==> config.mk <==
export PLATFORM = sky130hd
export DESIGN_NAME = packet_split
export DESIGN_NICKNAME = d
export VERILOG_FILES = /design/src/rtl/usb_pkg.sv /design/src/rtl/pid_check.sv /design/src/rtl/packet_split.sv
export SDC_FILE = /design/constraint.sdc
export NUM_CORES = 1
export LEC_CHECK = 0
export BUFFER_PORTS_ARGS = -buffer_cell sky130_fd_sc_hd__buf_4
export CAP_MARGIN = 30
export CORE_MARGIN = 2
export CORE_UTILIZATION = 45
export CTS_BUF_LIST = sky130_fd_sc_hd__clkbuf_8
export CTS_CLUSTER_SIZE = 40
export DETAILED_ROUTE_END_ITERATION = 6
export SKIP_CTS_REPAIR_TIMING = 1
export SLEW_MARGIN = 5
export SYNTH_ARGS = -nofsm -noshare
export SYNTH_HDL_FRONTEND = slang
export SYNTH_SLANG_ARGS = --single-unit
==> constraint.sdc <==
create_clock -name clk -period 3.4 [get_ports clk]
set_clock_uncertainty 0.2 [all_clocks]
set_input_delay 0.34 -clock clk [delete_from_list [all_inputs] [get_ports clk]]
set_output_delay 0.34 -clock clk [all_outputs]
set_load 0.005 [all_outputs]
==> src/rtl/usb_pkg.sv <==
// ---------------------------------------------------------------------------
// usb_pkg
// Shared definitions for the receive-side packet blocks:
//   - data_sel class encodings (shared with the transmit-side combiner)
//   - byte counts of the three legal packet shapes
//   - receive FSM state enum
//   - cntInc: saturating increment for the assembly byte counter
// ---------------------------------------------------------------------------
package usb_pkg;

    localparam logic [2:0] SEL_HANDSHAKE = 3'b010;
    localparam logic [2:0] SEL_TOKEN     = 3'b011;
    localparam logic [2:0] SEL_DATA      = 3'b001;
    localparam logic [2:0] SEL_NONE      = 3'b100;

    localparam logic [3:0] CNT_HANDSHAKE = 4'd1;
    localparam logic [3:0] CNT_TOKEN     = 4'd3;
    localparam logic [3:0] CNT_DATA      = 4'd11;
    localparam logic [3:0] CNT_MAX       = 4'd12;

    typedef enum logic [1:0] {
        IDLE  = 2'd0,
        RECV  = 2'd1,
        DRAIN = 2'd2
    } state_e;

    // The counter stops at CNT_MAX so an over-long packet cannot wrap
    // back into a legal length.
    function automatic logic [3:0] cntInc(input logic [3:0] c);
        return (c >= CNT_MAX) ? CNT_MAX : c + 4'd1;
    endfunction

endpackage

==> src/rtl/pid_check.sv <==
// ---------------------------------------------------------------------------
// pid_check
// Combinational PID integrity check: a PID is well formed when its upper
// nibble is the bitwise complement of its lower nibble.
// Ports:
//   pid     in  8  PID byte to check
//   pid_ok  out 1  high when the PID is well formed
// ---------------------------------------------------------------------------
module pid_check (
    input  logic [7:0] pid,
    output logic       pid_ok
);

    assign pid_ok = (pid[7:4] == ~pid[3:0]);

endmodule

==> src/rtl/packet_split.sv <==
// ---------------------------------------------------------------------------
// packet_split
// Receive-side packet disassembler. Collects decoded bytes (PID first, LSB
// byte first) into an 88-bit assembly register, classifies the packet by
// its byte count on eop, and presents PID / data / CRC fields with the
// same data_sel encoding as the transmit path.
// Optional build macro:
//   PID_CHECK_EN  when defined, a packet whose PID fails the nibble
//                 complement check is discarded as an error.
// Ports:
//   clk        in  1   system clock
//   rst        in  1   synchronous active-high reset
//   rx_byte    in  8   received byte
//   byte_valid in  1   rx_byte valid this cycle
//   eop        in  1   end-of-packet strobe (may coincide with last byte)
//   rx_error   in  1   receiver error in the current packet
//   PID_out    out 8   captured PID
//   data_out   out 64  captured data payload
//   CRC_out    out 16  captured CRC field (token body for tokens)
//   data_sel   out 3   packet class (010 hs, 011 token, 001 data, 100 none)
//   pkt_valid  out 1   one-cycle pulse: good packet committed
//   pkt_err    out 1   one-cycle pulse: packet discarded
//   busy       out 1   packet in progress
// ---------------------------------------------------------------------------
module packet_split
    import usb_pkg::*;
(
    input  logic        clk,
    input  logic        rst,
    input  logic [7:0]  rx_byte,
    input  logic        byte_valid,
    input  logic        eop,
    input  logic        rx_error,
    output logic [7:0]  PID_out,
    output logic [63:0] data_out,
    output logic [15:0] CRC_out,
    output logic [2:0]  data_sel,
    output logic        pkt_valid,
    output logic        pkt_err,
    output logic        busy
);

    state_e      state_q, state_d;
    logic [3:0]  cnt_q, cnt_d;
    logic [87:0] asm_q, asm_d;
    logic [7:0]  pid_q, pid_d;
    logic [63:0] data_q, data_d;
    logic [15:0] crc_q, crc_d;
    logic [2:0]  sel_q, sel_d;
    logic        valid_q, valid_d;
    logic        err_q, err_d;

    logic        takeByte;
    logic [87:0] asmIn;
    logic [3:0]  cntIn;
    logic        atEop;
    logic        pidOk;

    // Assembly view that already includes this cycle's byte, so a byte
    // arriving together with eop is part of the evaluated packet. Bytes
    // beyond the 11th only advance the counter.
    always_comb begin
        takeByte = byte_valid && (state_q != DRAIN);
        asmIn    = asm_q;
        cntIn    = cnt_q;
        if (takeByte) begin
            if (cnt_q < CNT_DATA) begin
                asmIn[{cnt_q, 3'b000} +: 8] = rx_byte;
            end
            cntIn = cntInc(cnt_q);
        end
    end

`ifdef PID_CHECK_EN
    pid_check uPidCheck (
        .pid    (asmIn[7:0]),
        .pid_ok (pidOk)
    );
`else
    assign pidOk = 1'b1;
`endif

    // eop only means something once a packet has started; in IDLE it
    // counts only when it arrives together with the PID byte.
    assign atEop = eop && ((state_q != IDLE) || byte_valid);

    // Next-state and output-register logic. Fields hold unless a good
    // packet is committed; an error only touches data_sel and pkt_err.
    always_comb begin
        state_d = state_q;
        cnt_d   = cnt_q;
        asm_d   = asm_q;
        pid_d   = pid_q;
        data_d  = data_q;
        crc_d   = crc_q;
        sel_d   = sel_q;
        valid_d = 1'b0;
        err_d   = 1'b0;

        case (state_q)
            IDLE: begin
                if (byte_valid) begin
                    asm_d   = asmIn;
                    cnt_d   = cntIn;
                    state_d = rx_error ? DRAIN : RECV;
                end
            end
            RECV: begin
                asm_d = asmIn;
                cnt_d = cntIn;
                if (rx_error || (cntIn == CNT_MAX)) begin
                    state_d = DRAIN;
                end
            end
            DRAIN: begin
                state_d = DRAIN;
            end
            default: begin
                state_d = IDLE;
            end
        endcase

        if (atEop) begin
            state_d = IDLE;
            asm_d   = '0;
            cnt_d   = '0;
            if ((state_q == DRAIN) || rx_error || !pidOk) begin
                err_d = 1'b1;
                sel_d = SEL_NONE;
            end else begin
                case (cntIn)
                    CNT_HANDSHAKE: begin
                        pid_d   = asmIn[7:0];
                        data_d  = '0;
                        crc_d   = '0;
                        sel_d   = SEL_HANDSHAKE;
                        valid_d = 1'b1;
                    end
                    CNT_TOKEN: begin
                        pid_d   = asmIn[7:0];
                        data_d  = '0;
                        crc_d   = asmIn[23:8];
                        sel_d   = SEL_TOKEN;
                        valid_d = 1'b1;
                    end
                    CNT_DATA: begin
                        pid_d   = asmIn[7:0];
                        data_d  = asmIn[71:8];
                        crc_d   = asmIn[87:72];
                        sel_d   = SEL_DATA;
                        valid_d = 1'b1;
                    end
                    default: begin
                        err_d = 1'b1;
                        sel_d = SEL_NONE;
                    end
                endcase
            end
        end
    end

    // State and output registers; reset drops any partial packet silently.
    always_ff @(posedge clk) begin
        if (rst) begin
            state_q <= IDLE;
            cnt_q   <= '0;
            asm_q   <= '0;
            pid_q   <= '0;
            data_q  <= '0;
            crc_q   <= '0;
            sel_q   <= SEL_NONE;
            valid_q <= 1'b0;
            err_q   <= 1'b0;
        end else begin
            state_q <= state_d;
            cnt_q   <= cnt_d;
            asm_q   <= asm_d;
            pid_q   <= pid_d;
            data_q  <= data_d;
            crc_q   <= crc_d;
            sel_q   <= sel_d;
            valid_q <= valid_d;
            err_q   <= err_d;
        end
    end

    assign PID_out   = pid_q;
    assign data_out  = data_q;
    assign CRC_out   = crc_q;
    assign data_sel  = sel_q;
    assign pkt_valid = valid_q;
    assign pkt_err   = err_q;
    assign busy      = (state_q != IDLE);

endmodule

# --- After elaboration in Yosys (flattened, before gate mapping) ---
# Index checks and enable logic that the tools add are counted.
word_totals:
  regBits: 187
  elab_cells: 66
op_classes:
  n_addsub: 2
  n_lt_le_gt_ge: 2
  n_eq_ne: 9
  shifts: 2
  n_mux: 20
  bitwise: 2
  reduce_logical: 20
ops:
  columns: ["operator", "count"]
  rows:
  - ["$mux W88", 3]
  - ["$pmux W88 S2", 1]
  - ["$pmux W64 S2", 1]
  - ["$bwmux W88", 1]
  - ["$shift A8 B9 Y88 const A", 1]
  - ["$shiftx A8 B9 Y88", 1]
  - ["$pmux W16 S3", 1]
  - ["$mux W4", 3]
  - ["$neg A7 Y9", 1]
  - ["$pmux W3 S3", 1]
  - ["$reduce_and A3 Y1", 3]
  - ["$eq A4 B4 Y1 const B", 2]
  - ["$pmux W4 S2", 1]
  - ["$mux W2", 3]
  - ["$ne A2 B2 Y1 const B", 3]
  - ["$pmux W2 S3", 1]
  - ["$reduce_bool A2 Y1", 3]
  - ["$reduce_or A2 Y1", 3]
  - ["$reduce_or A3 Y1", 2]
  - ["$add A4 B1 Y4 const B", 1]
  - ["$eq A4 B1 Y1 const B", 1]
  - ["$eq A4 B2 Y1 const B", 1]
  - ["$ge A4 B4 Y1 const B", 1]
  - ["$lt A4 B4 Y1 const B", 1]
  - ["other kinds (10)", 17]

# --- Depth between registers and ports, before layout ---
logic_depth:
  depth_word: 7
  depth_mapped: 13
  ltp_nobuf: 8

# --- Worst setup path after synthesis ---
# No wires, ideal clock.
synth_path:
  path_type: "register -> register"
  start: "register cnt_q[0]"
  end: "register asm_q[66]"
  arrival_ps: 2673
  required_time_ps: 3072
  slack_ps: 399
  stages_incl_launch_ff: 12
  path_buffers: 5
  cell_sequence: "dfxtp_1 -> buf_2 -> buf_2 -> clkbuf_1 -> inv_1 -> ha_1 -> clkbuf_1 -> nor3_1 -> and3_1 -> buf_4 -> mux2i_1 -> nor2_1"
synth_between:
  elab_chain_cells: 7
  elab_cells_between_ends: 9
  cone_classes: "add/sub (1); order compare (1); shift (2); mux (5)"
synth_lines:
  columns: ["item", "line", "rtl"]
  rows:
  - ["start: declaration", "packet_split.sv:44", "logic [3:0] cnt_q, cnt_d;"]
  - ["start signal: assignment", "packet_split.sv:176", "cnt_q <= cnt_d;"]
  - ["$neg A7 Y9", "packet_split.sv:68", "asmIn[{cnt_q, 3'b000} +: 8] = rx_byte;"]
  - ["$shiftx A8 B9 Y88 / $shift A8 B9 Y88 (equally long branches)", "packet_split.sv:68", null]
  - ["$bwmux W88", "packet_split.sv:68", null]
  - ["$mux W88 *", "packet_split.sv:67", "if (cnt_q < CNT_DATA) begin"]
  - ["$mux W88 *", "packet_split.sv:66", "if (takeByte) begin"]
  - ["$mux W88", "packet_split.sv:102", "if (byte_valid) begin"]
  - ["$pmux W88 S2 *", "packet_split.sv:100", "case (state_q)"]
  - ["end signal: assignment", "packet_split.sv:177", "asm_q <= asm_d;"]
  - ["end: declaration", "packet_split.sv:45", "logic [87:0] asm_q, asm_d;"]
# Mark *: on every way between the ends. The rest lies on a longest branch, timed or not. The select of a mux whose other input is x is not followed.
# A chain may end at the register's enable or synchronous reset.

# --- Worst setup path after layout ---
layout_path:
  start: "register cnt_q[1]"
  end: "register data_q[10] (netlist: data_out[10])"
layout_between:
  elab_chain_cells: 7
  elab_cells_between_ends: 18
  cone_classes: "add/sub (2); order compare (2); eq/ne (3); shift (2); mux (6); reduce/logical (3)"
layout_lines:
  columns: ["item", "line", "rtl"]
  rows:
  - ["branches (longest 7 deep; another with $neg A7 Y9)", null, null]
  - ["end signal: assignment", "packet_split.sv:179", "data_q <= data_d;"]
  - ["end: declaration", "packet_split.sv:47", "logic [63:0] data_q, data_d;"]
# Parallel ways; which one is timed is not known.

==> impl_metrics.yaml <==
die:
  die_h_um: 137.7
  core_area_mm2: 0.01736
  start_util_pct: 46.32
  rows: 48
  io_pins: 107
  die_w_um: 137.7
  dieArea_mm2: 0.01895
layout:
  drive_gt1_share_pct: 18.80
  nNetsFinal: 955
  diodes: 0
  final_util_pct: 54.51
  area_growth_pct: 17.70
placed_design:
  place_ws_ns: 0.4154
  io_buffers: 106
  hpwlAfterDp_um: 13630
  routabilityCongestion: 0.8903
timing:
  drv_slew: 0
  tightest_slew_ns: 0.9560
  rsz0062_at_grt: "no"
  timing.hold.ws_ns: -0.0007528
  layout_setup_ws_ns: 0.3533
  setup_viol: 0
  slew_headroom_pct: 36.27
  period_share_pct: 89.61
  fin_tns_setup_ns: 0
  period_needed_ns: 3.047
  fmax_mhz: 328.2
  hold_viol: 1
critical_path:
  cp_max_fo: 13
  required_ns: 3.55
  arrival_ns: 3.20
  criticalPathCategory: "reg -> reg"
  critPathCaptureType: "flip-flop"
  crit_path_start_kind: "flip-flop"
clocking:
  cts-htree-levels: 4
  cts_tree: "built"
  cts_buffer_depth: 2
  cts_buffers: 17
  clk_pin_slew_ns: 0.09
  cts-root-buf: "clkbuf_8"
  clock_latency_ns: 0.46
  cts_sinks: 187
pwr:
  seq_power_share_pct: 52.0
  internal_power_w: 0.003192
  clkPwrFrac_pct: 37.0
  ir_drop_mv: 0.2654
  combPwrFrac_pct: 11.0
  switchingPower_w: 0.001135
  p_per_area_mw_per_mm2: 457.3
  power_leakage_nw: 4.349
  p_sw_share_pct: 26.24
  power.total_w: 0.004327
yosys:
  ys_ff_latch: 187
  syn_area_per_cell_um2: 9.424
  synthCells: 853
  yosysMostFrequentCell: "dfxtp_1"
  ys_seq_area_share_pct: 46.57
  synth_top_area_cell: "dfxtp_1"
  synth_area_mm2: 0.008039
  synth_nets: 874
  synth_area_leaders: "dfxtp_1, mux2i_1, nor2_1, o21ai_0, nand2_1"
  synth_cell_type_count: 50
  synth_edf_count: 0
  yosys_warnings: 0
  synth_commonest_cells: "dfxtp_1, mux2i_1, nor2_1, nand2_1, o21ai_0"
  synth_top_cell_area_share_pct: 46.57
  synth_flop_cell: "dfxtp_1"
  async_reset_ff_share_pct: 0
routing:
  dr_wl_met2_um: 9648
  firstDrtPassIters: 5
  drc_errors: 0
  drt_wl_total_um: 19820
  drt_iter0_markers: 267
  wl_per_cell_um: 16.91
  drt-met1-wl_um: 9021
  vias_per_cell: 5.393
  met3WireLength_um: 740
  top_layer_used: "met4"
  num_vias: 6321
  drtAntennaViolNets: 0
min_path:
  hp-class: "in -> reg"
grt:
  antenna_found_initial: 2
  overflow: 0
  grt_use_total_pct: 21.90
  grt_first_pass_wirelength_um: 32150
  grt_pass1_vias: 6233
  grt_max_degree: 65
run:
  max-cap-violations: 0
status:
  failed_checks: "hold timing"
  status: "complete, but fails checks"
-- logic make-up (layout without fill, tap and decap cells) --
group,count (synthesis),after routing,synth area share (%)
AOI/OAI and AO/OA,161,161,13.03
and+or+nand+nor,271,271,15.88
xor gates and xnor gates,1,1,0.1090
buffers and inverters,71,165,3.953
DFF,187,187,46.57
muxes,154,154,19.22
adders and majority gates,8,8,1.245
-- sequential cells by signal, summed over array words and instances, names as in the netlist --
register,flops
cnt_q,4
PID_out,8
data_out,64
asm_q,88
CRC_out,16
pkt_err,1
pkt_valid,1
state_q,2
data_sel,3
-- critical path, stage by stage, from the launching register on --
cell       delay (ns)
dfxtp_1          0.63
inv_1            0.13
ha_1             0.31
buf_4            0.17
nand2b_1         0.11
nor3_1           0.26
nand4_2          0.38
mux2i_1          0.46
a2bb2oi_1        0.22
nor2_1           0.05
-- per-layer routing --
metal	global-route usage, %	vias up
met5	0	-
met4	7.274	0
met3	3.274	35
met2	38.14	136
met1	27.67	3013
li1	-	3137
-- power groups by stage --
| stage | Combinational [W] | Sequential (W) | Clock (W) |
|---|---|---|---|
| floorplan | 0.000329 | 0.00229 | 0 |
| global placement | 0.000462 | 0.00230 | 0 |
| detailed placement | 0.000474 | 0.00230 | 0 |
| CTS | 0.000476 | 0.00225 | 0.00163 |
| global route | 0.000522 | 0.00226 | 0.00173 |
| finish | 0.000474 | 0.00225 | 0.00160 |
-- path summary, 6_finish.rpt --
| check | startpoint | endpoint | slack (ns) | cells after the start |
|---|---|---|---|---|
| hold reg to reg | data_out[62] | data_out[62] | 0.25 | 2 |
| hold / removal | rx_error | state_q[0] | -0.0008 | 4 |
| setup reg to reg | cnt_q[1] | data_out[10] | 0.35 | 9 |
| setup / recovery | cnt_q[1] | data_out[10] | 0.35 | 9 |
-- cell type report --
class                      instances  area, µm²
timing repair buffer             125      975.9
multi-input combinational        595       3996
clock buffer                      17      234.0
tap                              225      281.5
sequential                       187       3744
fill                            1574       7895
clock inverter                    15      200.2
inverter                           8      30.03
-- stage by stage --
step	hold WS, ns	std cells	area (µm²)
2_1_floorplan	0.2360	853	8039
3_3_place_gp	0.2374	1140	9027
3_5_place_dp	0.2408	1140	9027
4_1_cts	-0.02723	1172	9462
5_1_grt	0.005438	1172	9462
6_report	-0.0007528	1172	9462
-- cell usage in the layout (no fill, tap or decap), types with 5 or more instances in the layout --
master,n
o21ai_0,66
nand3_2,5
a211oi_1,19
o21ai_1,13
dfxtp_1,187
o221ai_1,7
and2_1,12
nand2_1,87
nor3_1,6
clkbuf_8,17
ha_1,8
a21oi_1,20
nand3_1,9
a2bb2oi_1,17
and3_1,11
mux2i_1,153
nor2_1,107
nor2b_1,11
inv_1,10
buf_4,122
Power figures use the tool's default switching activity.
